**src/rtl/gcount_pkg.sv**
```systemverilog
// Shared types and constants for the gcounter sequencer.
// The GATED/WAKE states are only reached when GCTRL_IDLE_GATE_EN is defined.
package gcount_pkg;
  localparam int unsigned GC_W       = 32;
  localparam int unsigned IDLE_CNT_W = 8;

  typedef enum logic [2:0] {
    IDLE  = 3'd0,
    CLEAR = 3'd1,
    RUN   = 3'd2,
    DONE  = 3'd3,
    GATED = 3'd4,
    WAKE  = 3'd5
  } state_e;
endpackage

```
**src/rtl/gcount_ctrl_if.sv**
```systemverilog
// Command, datapath and status bundle between a requester/gcounter and gcount_ctrl.
// Handshake: a command transfers on a rising clk edge where cmd_valid && cmd_ready;
// the requester holds cmd_valid/cmd_len stable until then, and cmd_ready never depends on cmd_valid.
interface gcount_ctrl_if import gcount_pkg::*; #(
  parameter int unsigned W = GC_W
);
  logic         cmd_valid;
  logic         cmd_ready;
  logic [W-1:0] cmd_len;
  logic         abort;
  logic [W-1:0] q;
  logic         cnt_clr;
  logic         cnt_en;
  logic         gclk_en;
  logic         busy;
  logic         done;
  logic         mismatch;
  logic         aborted;
  state_e       dbg_state;

  modport master (
    output cmd_valid, cmd_len, abort, q,
    input  cmd_ready, cnt_clr, cnt_en, gclk_en, busy, done, mismatch, aborted, dbg_state
  );

  modport slave (
    input  cmd_valid, cmd_len, abort, q,
    output cmd_ready, cnt_clr, cnt_en, gclk_en, busy, done, mismatch, aborted, dbg_state
  );
endinterface

```
**src/rtl/gcount_idle_gate.sv**
```systemverilog
// Idle clock-gate controller: closes the counter clock after IDLE_TIMEOUT quiet IDLE cycles
// and holds it open WAKE_CYC cycles after a request before letting commands through.
module gcount_idle_gate import gcount_pkg::*; #(
  parameter int unsigned IDLE_TIMEOUT = 8,
  parameter int unsigned WAKE_CYC     = 2
) (
  input  logic   clk,
  input  logic   reset,
  input  logic   ctrl_idle_i,
  input  logic   cmd_valid_i,
  output logic   gclk_en_o,
  output logic   gate_ready_o,
  output state_e gate_state_o
);
  localparam logic [IDLE_CNT_W-1:0] TIMEOUT_M1 = IDLE_CNT_W'(IDLE_TIMEOUT - 1);
  localparam logic [IDLE_CNT_W-1:0] WAKE_M1    = IDLE_CNT_W'(WAKE_CYC - 1);

  state_e                g_state_q, g_state_d;
  logic [IDLE_CNT_W-1:0] idle_cnt_q, idle_cnt_d;
  logic [IDLE_CNT_W-1:0] wake_cnt_q, wake_cnt_d;
  logic                  gclk_en_q, ready_q;

  always_comb begin
    g_state_d  = g_state_q;
    idle_cnt_d = '0;
    wake_cnt_d = '0;
    case (g_state_q)
      IDLE: begin
        if (ctrl_idle_i && !cmd_valid_i) begin
          if (idle_cnt_q == TIMEOUT_M1) g_state_d = GATED;
          else                          idle_cnt_d = idle_cnt_q + 1'b1;
        end
      end
      GATED: if (cmd_valid_i) g_state_d = WAKE;
      WAKE: begin
        if (wake_cnt_q == WAKE_M1) g_state_d = IDLE;
        else                       wake_cnt_d = wake_cnt_q + 1'b1;
      end
      default: g_state_d = IDLE;
    endcase
  end

  always_ff @(posedge clk or negedge reset) begin
    if (!reset) begin
      g_state_q  <= IDLE;
      idle_cnt_q <= '0;
      wake_cnt_q <= '0;
      gclk_en_q  <= 1'b1;
      ready_q    <= 1'b1;
    end else begin
      g_state_q  <= g_state_d;
      idle_cnt_q <= idle_cnt_d;
      wake_cnt_q <= wake_cnt_d;
      gclk_en_q  <= (g_state_d != GATED);
      ready_q    <= (g_state_d == IDLE);
    end
  end

  assign gclk_en_o    = gclk_en_q;
  assign gate_ready_o = ready_q;
  assign gate_state_o = g_state_q;
endmodule

```
**src/rtl/gcount_ctrl.sv**
```systemverilog
// Run sequencer for the gated counter: clear, count exactly cmd_len cycles, pulse done, check q.
// Define GCTRL_IDLE_GATE_EN to add the idle clock-gate controller (gcount_idle_gate).
module gcount_ctrl import gcount_pkg::*; #(
  parameter int unsigned W = GC_W
`ifdef GCTRL_IDLE_GATE_EN
  , parameter int unsigned IDLE_TIMEOUT = 8
  , parameter int unsigned WAKE_CYC     = 2
`endif
) (
  input logic         clk,
  input logic         reset,
  gcount_ctrl_if.slave bus
);
  state_e       state_q, state_d;
  logic [W-1:0] len_q, len_d;
  logic [W-1:0] rem_q, rem_d;
  logic         cmd_ready_q, cnt_clr_q, cnt_en_q, busy_q, done_q, aborted_q, chk_q;
  logic         aborted_d, chk_d;
  logic         gate_ready;
  logic         accept;

  assign accept = bus.cmd_valid && bus.cmd_ready;

  always_comb begin
    state_d   = state_q;
    len_d     = len_q;
    rem_d     = rem_q;
    aborted_d = 1'b0;
    chk_d     = 1'b0;
    case (state_q)
      IDLE: begin
        if (accept) begin
          len_d   = bus.cmd_len;
          rem_d   = bus.cmd_len;
          state_d = (bus.cmd_len == '0) ? DONE : CLEAR;
        end
      end
      CLEAR: begin
        if (bus.abort) begin
          state_d   = DONE;
          aborted_d = 1'b1;
        end else begin
          state_d = RUN;
        end
      end
      RUN: begin
        rem_d = rem_q - W'(1);
        // abort wins over the natural end of the run
        if (bus.abort) begin
          state_d   = DONE;
          aborted_d = 1'b1;
        end else if (rem_q == W'(1)) begin
          state_d = DONE;
          chk_d   = 1'b1;
        end
      end
      DONE:    state_d = IDLE;
      default: state_d = IDLE;
    endcase
  end

  always_ff @(posedge clk or negedge reset) begin
    if (!reset) begin
      state_q     <= IDLE;
      len_q       <= '0;
      rem_q       <= '0;
      cmd_ready_q <= 1'b1;
      cnt_clr_q   <= 1'b0;
      cnt_en_q    <= 1'b0;
      busy_q      <= 1'b0;
      done_q      <= 1'b0;
      aborted_q   <= 1'b0;
      chk_q       <= 1'b0;
    end else begin
      state_q     <= state_d;
      len_q       <= len_d;
      rem_q       <= rem_d;
      cmd_ready_q <= (state_d == IDLE);
      cnt_clr_q   <= (state_d == CLEAR);
      cnt_en_q    <= (state_d == RUN);
      busy_q      <= (state_d == CLEAR) || (state_d == RUN);
      done_q      <= (state_d == DONE);
      aborted_q   <= aborted_d;
      chk_q       <= chk_d;
    end
  end

  // q settles on the edge that enters DONE, so it is compared during the DONE cycle itself;
  // chk_q is only set for completed runs, keeping zero-length and aborted runs at mismatch=0.
  assign bus.mismatch  = chk_q && (bus.q != len_q);
  assign bus.cmd_ready = cmd_ready_q && gate_ready;
  assign bus.cnt_clr   = cnt_clr_q;
  assign bus.cnt_en    = cnt_en_q;
  assign bus.busy      = busy_q;
  assign bus.done      = done_q;
  assign bus.aborted   = aborted_q;

`ifdef GCTRL_IDLE_GATE_EN
  state_e gate_state;
  logic   gclk_en;

  gcount_idle_gate #(
    .IDLE_TIMEOUT (IDLE_TIMEOUT),
    .WAKE_CYC     (WAKE_CYC)
  ) u_idle_gate (
    .clk          (clk),
    .reset        (reset),
    .ctrl_idle_i  (state_q == IDLE),
    .cmd_valid_i  (bus.cmd_valid),
    .gclk_en_o    (gclk_en),
    .gate_ready_o (gate_ready),
    .gate_state_o (gate_state)
  );

  assign bus.gclk_en   = gclk_en;
  assign bus.dbg_state = (state_q == IDLE) ? gate_state : state_q;
`else
  assign gate_ready    = 1'b1;
  assign bus.gclk_en   = 1'b1;
  assign bus.dbg_state = state_q;
`endif
endmodule

```
**src/flat_wrapper.sv**
```systemverilog
// flat-port wrapper written by rule: the top's interface ports become plain ports
module gcount_ctrl_flat import gcount_pkg::*;
#(
  parameter int unsigned W = GC_W

)
  (clk, reset, bus_cmd_valid, bus_cmd_len, bus_abort, bus_q, bus_cmd_ready, bus_cnt_clr, bus_cnt_en, bus_gclk_en, bus_busy, bus_done, bus_mismatch, bus_aborted, bus_dbg_state);
  gcount_ctrl_if #(.W(W)) bus_i ();
  input logic clk;
  input logic reset;
  input wire logic [$bits(bus_i.cmd_valid)-1:0] bus_cmd_valid;
  input wire logic [$bits(bus_i.cmd_len)-1:0] bus_cmd_len;
  input wire logic [$bits(bus_i.abort)-1:0] bus_abort;
  input wire logic [$bits(bus_i.q)-1:0] bus_q;
  output wire logic [$bits(bus_i.cmd_ready)-1:0] bus_cmd_ready;
  output wire logic [$bits(bus_i.cnt_clr)-1:0] bus_cnt_clr;
  output wire logic [$bits(bus_i.cnt_en)-1:0] bus_cnt_en;
  output wire logic [$bits(bus_i.gclk_en)-1:0] bus_gclk_en;
  output wire logic [$bits(bus_i.busy)-1:0] bus_busy;
  output wire logic [$bits(bus_i.done)-1:0] bus_done;
  output wire logic [$bits(bus_i.mismatch)-1:0] bus_mismatch;
  output wire logic [$bits(bus_i.aborted)-1:0] bus_aborted;
  output wire logic [$bits(bus_i.dbg_state)-1:0] bus_dbg_state;
  assign bus_i.cmd_valid = bus_cmd_valid;
  assign bus_i.cmd_len = bus_cmd_len;
  assign bus_i.abort = bus_abort;
  assign bus_i.q = bus_q;
  assign bus_cmd_ready = bus_i.cmd_ready;
  assign bus_cnt_clr = bus_i.cnt_clr;
  assign bus_cnt_en = bus_i.cnt_en;
  assign bus_gclk_en = bus_i.gclk_en;
  assign bus_busy = bus_i.busy;
  assign bus_done = bus_i.done;
  assign bus_mismatch = bus_i.mismatch;
  assign bus_aborted = bus_i.aborted;
  assign bus_dbg_state = bus_i.dbg_state;
  gcount_ctrl #(.W(W)) u_core (.clk(clk), .reset(reset), .bus(bus_i));
endmodule
```
**config.mk**
```make
export PLATFORM = sky130hd
export DESIGN_NAME = gcount_ctrl_flat
export DESIGN_NICKNAME = d
export VERILOG_FILES = /design/src/rtl/gcount_pkg.sv /design/src/rtl/gcount_ctrl_if.sv /design/src/rtl/gcount_idle_gate.sv /design/src/rtl/gcount_ctrl.sv /design/src/flat_wrapper.sv
export SDC_FILE = /design/constraint.sdc
export NUM_CORES = 1
export LEC_CHECK = 0
export BUFFER_PORTS_ARGS = -buffer_cell sky130_fd_sc_hd__clkbuf_2
export CAP_MARGIN = 20
export CORE_UTILIZATION = 59
export CTS_CLUSTER_DIAMETER = 100
export DETAILED_ROUTE_END_ITERATION = 6
export GPL_TIMING_DRIVEN = 1
export PLACE_DENSITY_LB_ADDON = 0.25
export SYNTH_ARGS = -nofsm -noshare
export SYNTH_HDL_FRONTEND = slang
export SYNTH_SLANG_ARGS = --single-unit
```
**constraint.sdc**
```tcl
create_clock -name clk -period 8.2 [get_ports clk]
set_input_delay 1.64 -clock clk [delete_from_list [all_inputs] [get_ports clk]]
set_output_delay 1.64 -clock clk [all_outputs]
set_load 0.02 [all_outputs]
```
; ---- Word-level counts from Yosys, hierarchy flattened
; Index checks and enable logic that the tools add are counted.
[op_classes]
n_eq_ne = 8
n_reduce_logical = 10
n_mux = 13
addsub = 1
[op_table]
columns = cell, n
row1 = $pmux W32 S2, 1
row2 = $eq A32 B1 Y1 const B, 1
row3 = $logic_not A32 Y1, 1
row4 = $mux W32, 1
row5 = $ne A32 B32 Y1, 1
row6 = $sub A32 B1 Y32 const B, 1
row7 = $eq A3 B2 Y1 const B, 3
row8 = $mux W3, 3
row9 = $pmux W3 S3, 1
row10 = $eq A3 B1 Y1 const B, 2
row11 = $logic_not A3 Y1, 2
row12 = $mux W1, 6
row13 = $reduce_and A2 Y1, 2
row14 = $logic_and A1 B1 Y1, 2
row15 = $mux W2, 1
row16 = $ne A2 B1 Y1 const B, 1
row17 = $reduce_bool A2 Y1, 1
row18 = $reduce_or A2 Y1, 1
row19 = $logic_or A1 B1 Y1, 1
[totals]
register_bits = 74
elab_cells = 42
input_bits = 68
output_inout_bits = 11

; ---- Longest topological paths before layout
; Gate-level depths: netlist of run 1.
[logic_depth]
ltp_word = 6
depth_mapped = 7
mapped_depth_nobuf = 7

; ---- Least setup slack after synthesis of run 1
; OpenSTA, ideal clock, no wires.
[synth_timing]
path_kind = input port to output port
startpoint = in bus_q[29]
endpoint = out bus_mismatch
setup_slack_ns = 4.175
cell_stages = 4
path_buffers = 0
t_arrival_ns = 2.385
t_required_ns = 6.560
cell_sequence = xnor2_1 > nand4_1 > nor4_1 > a21boi_0
[synth_between]
elab_chain_len = 2
[synth_rtl]
columns = element, line
row1 = from (decl), flat_wrapper.sv:14  ; input wire logic [$bits(bus_i.q)-1:0] bus_q;
row2 = $ne A32 B32 Y1, gcount_ctrl.sv:90  ; assign bus.mismatch = chk_q && (bus.q != len_q);
row3 = $logic_and A1 B1 Y1, gcount_ctrl.sv:90
row4 = to (decl), flat_wrapper.sv:21  ; output wire logic [$bits(bus_i.mismatch)-1:0] bus_mismatch;
; Every way passes these cells.

; ---- Worst setup path in the final report of run 1
[layout_timing]
startpoint = in bus_q[23]
endpoint = out bus_mismatch
; Same word-level chain as after synthesis.

==> impl_metrics.ini, run 1 <==
[timing]
fin_worst_skew_ns = 0.0182
setup_viol = 0
worst_pin_slew_ns = 0.902
tns_ns = 0
clock.fmax_mhz = 232
finalWorstSetupSlack_ns = 3.88
maxSlewHeadroom_pct = 39.9
report.final.slew_viol_count = 0
hold_viol_final = 0
post-route-min-period_ns = 4.32
period_share_pct = 52.6
grt_setup_unrepaired = no
hold_slack_ns = 0.499

[power]
seqPwrFrac_pct = 44.9
combPwrFrac_pct = 32.4
internal-power_w = 0.000943
power_density_nw_per_um2 = 344
p_sw_w = 0.000555
leakage_nw = 2.00
pwr-share-clk_pct = 22.7
max-vdd-ir-drop_uv = 282
switching_share_pct = 37.1

[yosys]
synth_area_leaders = dfrtp_1, nand2_1, xnor2_1
synth_edf_count = 0
synth_cell_types = 43
syn-cell-area_sq_um = 3690
synth_area_leader_cell = dfrtp_1
syn_inst = 392
ys_ff_latch = 74
synth_top_area_share_pct = 49.5
yosys_warnings = 0
syn_avg_cell_area_sq_um = 9.42
synth-main-ff-cell = dfrtp_1
seq_area_frac_synth_pct = 50.2
async_flop_share_pct = 100
syn_nets = 462

[hold_path]
holdCritPathClass = reg2reg

[global_routing]
grt_pass1_wl_microns = 14400
grtUsageMet3_pct = 6.74
track_usage_pct = 30.2
use_met1_pct = 41.8
grt_overflow = 0
grt_pass1_vias = 2954
busiest_layer = met2
use_met2_pct = 44.7
antenna_found_initial = 0
grt_max_degree = 75

[cells_and_area]
diodes = 0
area_growth_syn_to_layout_pct = 18.0
drive_gt1_share_pct = 21.9
fin_nets = 537
final_cell_mix = nand2_1, clkbuf_2, dfrtp_1, xnor2_1, o211ai_1
final-seq-area_sq_um = 1850
layout_commonest_cell = nand2_1
fill_cells = 453
multi_input_area_sq_um = 1750

[routing]
num_vias = 3298
ant_nets = 0
vias_per_cell = 6.04
firstDrtPassIters = 5
post_drt_wl_per_cell_microns = 16.8
drt-total-wl_microns = 9170
drtIter0Drc = 284
drc = 0

[place]
dp_slack_ns = 3.92
portBuffers = 77
finalWeightedCongestion = 0.895
dpl.hpwl_microns = 6700

[floorplan]
start_util_pct = 61.6
die_w_microns = 81.1
die_area_sq_um = 6580
fp-row-count = 28
core_region_area_sq_um = 5990
die_h_microns = 81.1
ios = 79

[clocking]
ctsRootBufferMaster = clkbuf_8
clock_latency_ns = 0.36
h-tree-depth = 3
cts_tree = yes
cts-hold-fix-buffers = 0
post_cts_buffers = 0
cts.sinks = 74
cts_buffers = 9
clk_pin_slew_ns = 0.09
post_cts_resized = 0
cts_buffer_depth = 2

[worst_setup_path]
crit_arrival_ns = 2.68
required_ns = 6.56
endpoint_kind = output port
crit_path_start_kind = input pin
worstSetupPathType = in2out
cp_max_fo = 1

[flow_run]
cap_violations = 0

[status]
outcome = complete, no violations
[cells in the mapped netlist, types with 3 or more instances]
cell      instances
or4_1            10
o211ai_1         23
nand2_1         106
nor4_1           13
nand4b_1          3
dfrtp_1          73
xnor2_1          33
buf_2             3
nor2_1           19
o311ai_0         12
nor3_1           10
o21ai_0           7
nand4_1          10
nand3_1          11
or3_1            10
clkbuf_1         10
[power by group through the flow]
stage | sequential (W) | combinational, W | clock [W]
after global placement | 0.000666 | 0.000467 | 0
after floorplan | 0.000654 | 0.000352 | 0
after detailed placement | 0.000674 | 0.000482 | 0
final | 0.000673 | 0.000485 | 0.000340
after CTS | 0.000669 | 0.000486 | 0.000344
after global routing | 0.000691 | 0.000549 | 0.000357
[area by class of cell]
| cell class | count | area share [%] |
|---|---|---|
| Timing Repair Buffer | 81 | 9.54 |
| Sequential cell | 74 | 42.5 |
| Inverter | 2 | 0.172 |
| Clock buffer | 9 | 2.84 |
| Clock inverter | 6 | 2.64 |
| Tap cell | 75 | 2.15 |
| Multi-Input combinational cell | 299 | 40.1 |
[metrics by stage]
stage / cells / cell area (sq um) / total power [W] / util, %
floorplan: 392 / 3690 / 0.00101 / -
global placement: 531 / 4120 / 0.00113 / 68.7
detailed placement: 531 / 4120 / 0.00116 / 68.7
CTS: 546 / 4360 / 0.00150 / 72.7
global route: 546 / 4360 / 0.00160 / 72.7
finish: 546 / 4360 / 0.00150 / 72.7
[final timing paths]
check | end | depth (start not counted) | from | slack [ns]
worst max-delay path | bus_mismatch | 6 | bus_q[23] | 3.88
worst min-delay path | u_core.len_q[13]$_DFFE_PN0P_ | 2 | u_core.len_q[13]$_DFFE_PN0P_ | 0.50
worst max register to register | u_core.rem_q[21]$_DFFE_PN0P_ | 5 | u_core.rem_q[12]$_DFFE_PN0P_ | 5.27
worst min register to register | u_core.len_q[13]$_DFFE_PN0P_ | 2 | u_core.len_q[13]$_DFFE_PN0P_ | 0.50
max in group asynchronous | u_core.bus.cnt_clr$_DFF_PN0_ | 2 | reset | 6.11
min in group asynchronous | u_core.len_q[30]$_DFFE_PN0P_ | 2 | reset | 1.48
[flip-flops by register name (all words and copies together) (netlist names)]
name / cells
u_core.bus.busy: 1
u_core.bus.done: 1
u_core.rem_q: 32
u_core.bus.dbg_state: 3
u_core.chk_q: 1
u_core.len_q: 32
u_core.bus.aborted: 1
u_core.bus.cnt_clr: 1
u_core.bus.cmd_ready: 1
u_core.bus.cnt_en: 1
[critical path, stage by stage]
cell	delay, ns
clkbuf_2	0.09
xnor2_1	0.20
nand4_1	0.12
nor4_1	0.32
a21boi_0	0.13
clkbuf_2	0.17
[logic make-up (layout without fill, tap and decap cells)]
family	after synthesis	in the layout	share of synthesized area, %
other	2	2	0.203
AOI/OAI and AO/OA	59	59	12.2
buffers and inverters	19	98	2.64
xor gates and xnor gates	34	34	8.07
DFF	74	74	50.2
adders and majority gates	2	2	0.678
muxes	1	1	0.271
and+or+nand+nor	201	201	25.7
[routing by layer]
layer / part of all wire [%] / up-vias / wire [microns]
li1: - / 1566 / -
met1: 44 / 1567 / 4070
met2: 46 / 144 / 4250
met3: 6.7 / 21 / 616
met4: 2.6 / 0 / 236
met5: 0 / - / 0
Power figures use the tool's default switching activity.
==> inputs of run 2 (changes only) <==
- CORE_UTILIZATION: 59 -> 54
- clock period: 8.2 -> 4.1 ns (I/O delays scaled with it)
==> impl_metrics.ini, run 2 (synthesis gave the netlist of run 1 again) <==
[worst_setup_path]
cp_max_fo = 12
cp_slowest_cell = or4_1
crit_path_start_kind = register
required_ns = 4.33
worstSetupPathType = reg2reg
worst_path_dominant_cell_family = simple AND/OR/NAND/NOR gates
critPathMaxStageDelay_ns = 0.67
worst-path-buf-inv = 0
endpoint_kind = register
crit_top_cell = or4_4
path_cells = or4_1 > or4_4 > or4_4 > a21o_1 > a221o_1
crit_arrival_ns = 3.12

[timing]
hold_viol_final = 0
period_share_pct = 70.7
maxSlewHeadroom_pct = 37.9
worst_pin_slew_ns = 0.932
report.final.slew_viol_count = 0
post-route-min-period_ns = 2.90
setup_viol = 0
tns_ns = 0
grt_setup_unrepaired = no
clock.fmax_mhz = 345
finalWorstSetupSlack_ns = 1.20
fin_worst_skew_ns = 0.0107

[status]
violations = DRC
outcome = finished with violations

[cells_and_area]
diodes = 0
utilization_pct = 67.1
final_cell_mix = nand2_1, clkbuf_2, dfrtp_1, xnor2_1, o211ai_1
fill_cells = 531
drive_gt1_share_pct = 21.9
fin_nets = 537
final-seq-area_sq_um = 1850
layout_commonest_cell = nand2_1
multi_input_area_sq_um = 1750
finalNonFillerCells = 548
fin_area_sq_um = 4340
area_growth_syn_to_layout_pct = 17.5

[clocking]
post_cts_resized = 0
h-tree-depth = 3
cts.sinks = 74
clk_pin_slew_ns = 0.08
cts_buffers = 9
cts_tree = yes
post_cts_buffers = 0
clock_latency_ns = 0.35
cts-hold-fix-buffers = 0
ctsRootBufferMaster = clkbuf_8
cts_buffer_depth = 2

[routing]
drt-total-wl_microns = 9140
drc = 12
vias_per_cell = 5.93
firstDrtPassIters = 7
num_vias = 3250
ant_nets = 0
drtIter0Drc = 352
post_drt_wl_per_cell_microns = 16.7

[place]
dpl.hpwl_microns = 6760
portBuffers = 77
dp.cells = 533
dpl_cell_area_sq_um = 4120
finalWeightedCongestion = 0.836
dp_slack_ns = 1.22

[floorplan]
start_util_pct = 57.1
ios = 79
fp-row-count = 29
die_h_microns = 84.7
core_region_area_sq_um = 6460
die_area_sq_um = 7170
die_w_microns = 84.7

[global_routing]
grt_pass1_vias = 3026
antenna_found_initial = 0
track_usage_pct = 27.2
grt_pass1_wl_microns = 14800
grt_overflow = 0
grt_max_degree = 75

[flow_run]
cap_violations = 0

[power]
leakage_nw = 1.99
power_density_nw_per_um2 = 674
max-vdd-ir-drop_uv = 382

[hold_path]
holdCritPathClass = reg2reg
## run 2: cell count changes in the layout (fill, tap and decap cells not counted)
cell and delta:
clkinv_2 +2, bufinv_16 -1, clkinvlp_4 -1, inv_6 -1, clkbuf_8 +1
## run 2: layout make-up
class / count / area share [%]
clock buffer: 10 / 3.17
clock inverter: 5 / 1.82
inverter: 2 / 0.173
multi-input combinational: 299 / 40.3
sequential: 74 / 42.7
tap: 77 / 2.22
timing repair buffer: 81 / 9.58
## run 2: routing by layer
layer | track usage [%] | part of all wire [%] | vias up
met5 | 0 | 0 | -
met4 | 8.01 | 0.82 | 0
met3 | 5.90 | 6.6 | 10
met2 | 43.3 | 49 | 124
met1 | 37.8 | 44 | 1554
li1 | - | - | 1562
## run 2: worst reg2reg max path, cell delays in order (launching register included)
cell and delay (ns):
dfrtp_1 0.42, or4_1 0.67, or4_4 0.58, or4_4 0.62, a21o_1 0.21, a221o_1 0.28
## run 2: path summary, 6_finish.rpt
path	endpoint	from	cells past startpoint	slack [ns]
max	u_core.rem_q[21]$_DFFE_PN0P_	u_core.rem_q[12]$_DFFE_PN0P_	5	1.20
min	u_core.len_q[16]$_DFFE_PN0P_	u_core.len_q[16]$_DFFE_PN0P_	2	0.50
max reg2reg	u_core.rem_q[21]$_DFFE_PN0P_	u_core.rem_q[12]$_DFFE_PN0P_	5	1.20
min reg2reg	u_core.len_q[16]$_DFFE_PN0P_	u_core.len_q[16]$_DFFE_PN0P_	2	0.50
max in group asynchronous	u_core.rem_q[2]$_DFFE_PN0P_	reset	2	2.80
min in group asynchronous	u_core.len_q[21]$_DFFE_PN0P_	reset	2	0.68
## run 2: through the flow
step	hold slack, ns	total power, W
final	0.500	0.00292
after global routing	0.521	0.00313
after CTS	0.504	0.00294
after detailed placement	0.486	0.00231
after global placement	0.475	0.00226
after floorplan	0.446	0.00201
## run 2: report_power, final
group          switching (W)  total, W  internal, W
logic               0.000541  0.000964     0.000423
clock network       0.000264  0.000619     0.000355
registers           0.000280   0.00134      0.00106
total                0.00109   0.00292      0.00184
==> inputs of run 3 (changes only) <==
- clock period: 4.1 -> 2.67 ns (I/O delays scaled with it)
==> impl_metrics.ini, run 3 (synthesis gave the netlist of run 1 again) <==
[status]
outcome = finished with violations
violations = DRC

[place]
portBuffers = 77
finalWeightedCongestion = 0.849
dpl.hpwl_microns = 7360
dpl_cell_area_sq_um = 4210

[clocking]
cts_buffers = 9
cts_buffer_depth = 2
cts_tree = yes
clock_latency_ns = 0.35
ctsRootBufferMaster = clkbuf_8
cts-hold-fix-buffers = 0
clk_pin_slew_ns = 0.08
cts.sinks = 74
h-tree-depth = 3

[cells_and_area]
fin_area_sq_um = 4400
utilization_pct = 68.1
final_cell_mix = nand2_1, clkbuf_2, dfrtp_1, xnor2_1, o211ai_1
layout_commonest_cell = nand2_1
drive_gt1_share_pct = 24.3
area_growth_syn_to_layout_pct = 19.1
fin_nets = 548
fill_cells = 524
diodes = 0

[timing]
setup_viol = 0
worst_pin_slew_ns = 0.665
maxSlewHeadroom_pct = 55.7
hold_viol_final = 0
fin_worst_skew_ns = 0.0110
clock.fmax_mhz = 388
report.final.slew_viol_count = 0
post-route-min-period_ns = 2.58
period_share_pct = 96.5
grt_setup_unrepaired = no

[worst_setup_path]
required_ns = 2.91
worst-path-buf-inv = 0
crit_path_start_kind = register
cp_slowest_cell = or4_4
reg2regPathDepth = 5
rrSetupSlack_ns = 0.09
worstSetupPathType = reg2reg
crit_top_cell = or4_4
cp_max_fo = 9
crit_arrival_ns = 2.82
endpoint_kind = register
critPathMaxStageDelay_ns = 0.55
worst_path_dominant_cell_family = simple AND/OR/NAND/NOR gates
rr_startpoint = u_core.rem_q[14]$_DFFE_PN0P_
path_cells = or4_4 > or4_4 > or4_4 > a21o_1 > a221o_1
timing.rr.end = u_core.rem_q[21]$_DFFE_PN0P_

[global_routing]
grt_pass1_wl_microns = 15800
antenna_found_initial = 0
grt_overflow = 0
grt_pass1_vias = 3209
grt_max_degree = 55
track_usage_pct = 29.1

[power]
max-vdd-ir-drop_uv = 601
leakage_nw = 2.03
power_density_nw_per_um2 = 1010

[floorplan]
core_region_area_sq_um = 6460
die_area_sq_um = 7170
ios = 79
fp-row-count = 29
start_util_pct = 57.1
die_h_microns = 84.7
die_w_microns = 84.7

[routing]
num_vias = 3390
post_drt_wl_per_cell_microns = 17.3
ant_nets = 0
drc = 7
drtIter0Drc = 350
vias_per_cell = 6.06
firstDrtPassIters = 7
drt-total-wl_microns = 9650

[flow_run]
cap_violations = 0

[hold_path]
holdCritPathClass = in2async
[run 3: how the worst max path moves through the flow]
stage,from,endpoint,cells after the start
2_1_floorplan,u_core.rem_q[13]$_DFFE_PN0P_,u_core.rem_q[27]$_DFFE_PN0P_,7
3_3_place_gp,u_core.rem_q[14]$_DFFE_PN0P_,u_core.rem_q[21]$_DFFE_PN0P_,5
3_5_place_dp,u_core.rem_q[14]$_DFFE_PN0P_,u_core.rem_q[31]$_DFFE_PN0P_,5
4_1_cts,u_core.rem_q[14]$_DFFE_PN0P_,u_core.rem_q[25]$_DFFE_PN0P_,6
5_1_grt,u_core.rem_q[14]$_DFFE_PN0P_,u_core.rem_q[21]$_DFFE_PN0P_,5
6_report,u_core.rem_q[14]$_DFFE_PN0P_,u_core.rem_q[21]$_DFFE_PN0P_,5
[run 3: metrics by stage]
| step | hold slack [ns] | cells | total power [W] | setup WS (ns) | TNS, ns |
|---|---|---|---|---|---|
| after global placement | 0.472 | 543 | 0.00355 | 0.0103 | 0 |
| after global routing | 0.234 | 559 | 0.00477 | 0.0262 | 0 |
| after CTS | 0.220 | 559 | 0.00444 | 0.00710 | 0 |
| after floorplan | 0.238 | 392 | 0.00310 | -0.0129 | -0.0352 |
| after detailed placement | 0.487 | 543 | 0.00366 | -0.0625 | -0.0872 |
| final | 0.206 | 559 | 0.00444 | 0.0931 | 0 |
[run 3: power breakdown]
group	switching, W	internal [W]	leakage, nW
Sequential	0.000412	0.00163	0.921
Combinational	0.000911	0.000720	1.02
Clock	0.000413	0.000354	0.0879
Total	0.00174	0.00270	2.03
[run 3: routing by layer]
| metal | GRT usage [%] | part of all wire (%) | up-vias | wire (microns) |
|---|---|---|---|---|
| li1 | - | - | 1585 | - |
| met1 | 40.0 | 43 | 1637 | 4170 |
| met2 | 47.0 | 48 | 152 | 4620 |
| met3 | 6.29 | 7.6 | 16 | 730 |
| met4 | 8.32 | 1.3 | 0 | 128 |
| met5 | 0 | 0 | - | 0 |
[run 3: timing repair]
action	4_1_cts	5_1_grt
gates resized for setup	3	1
setup endpoints to repair	5	3
buffers inserted	1	0
pin swaps	1	1
[run 3: cell type report]
type,instances,area [sq um],area share (%)
sequential,74,1850,42.2
multi-input combinational,299,1760,40.0
timing repair buffer,92,510,11.6
clock buffer,10,138,3.13
tap,77,96.3,2.19
clock inverter,5,31.3,0.712
inverter,2,7.51,0.171
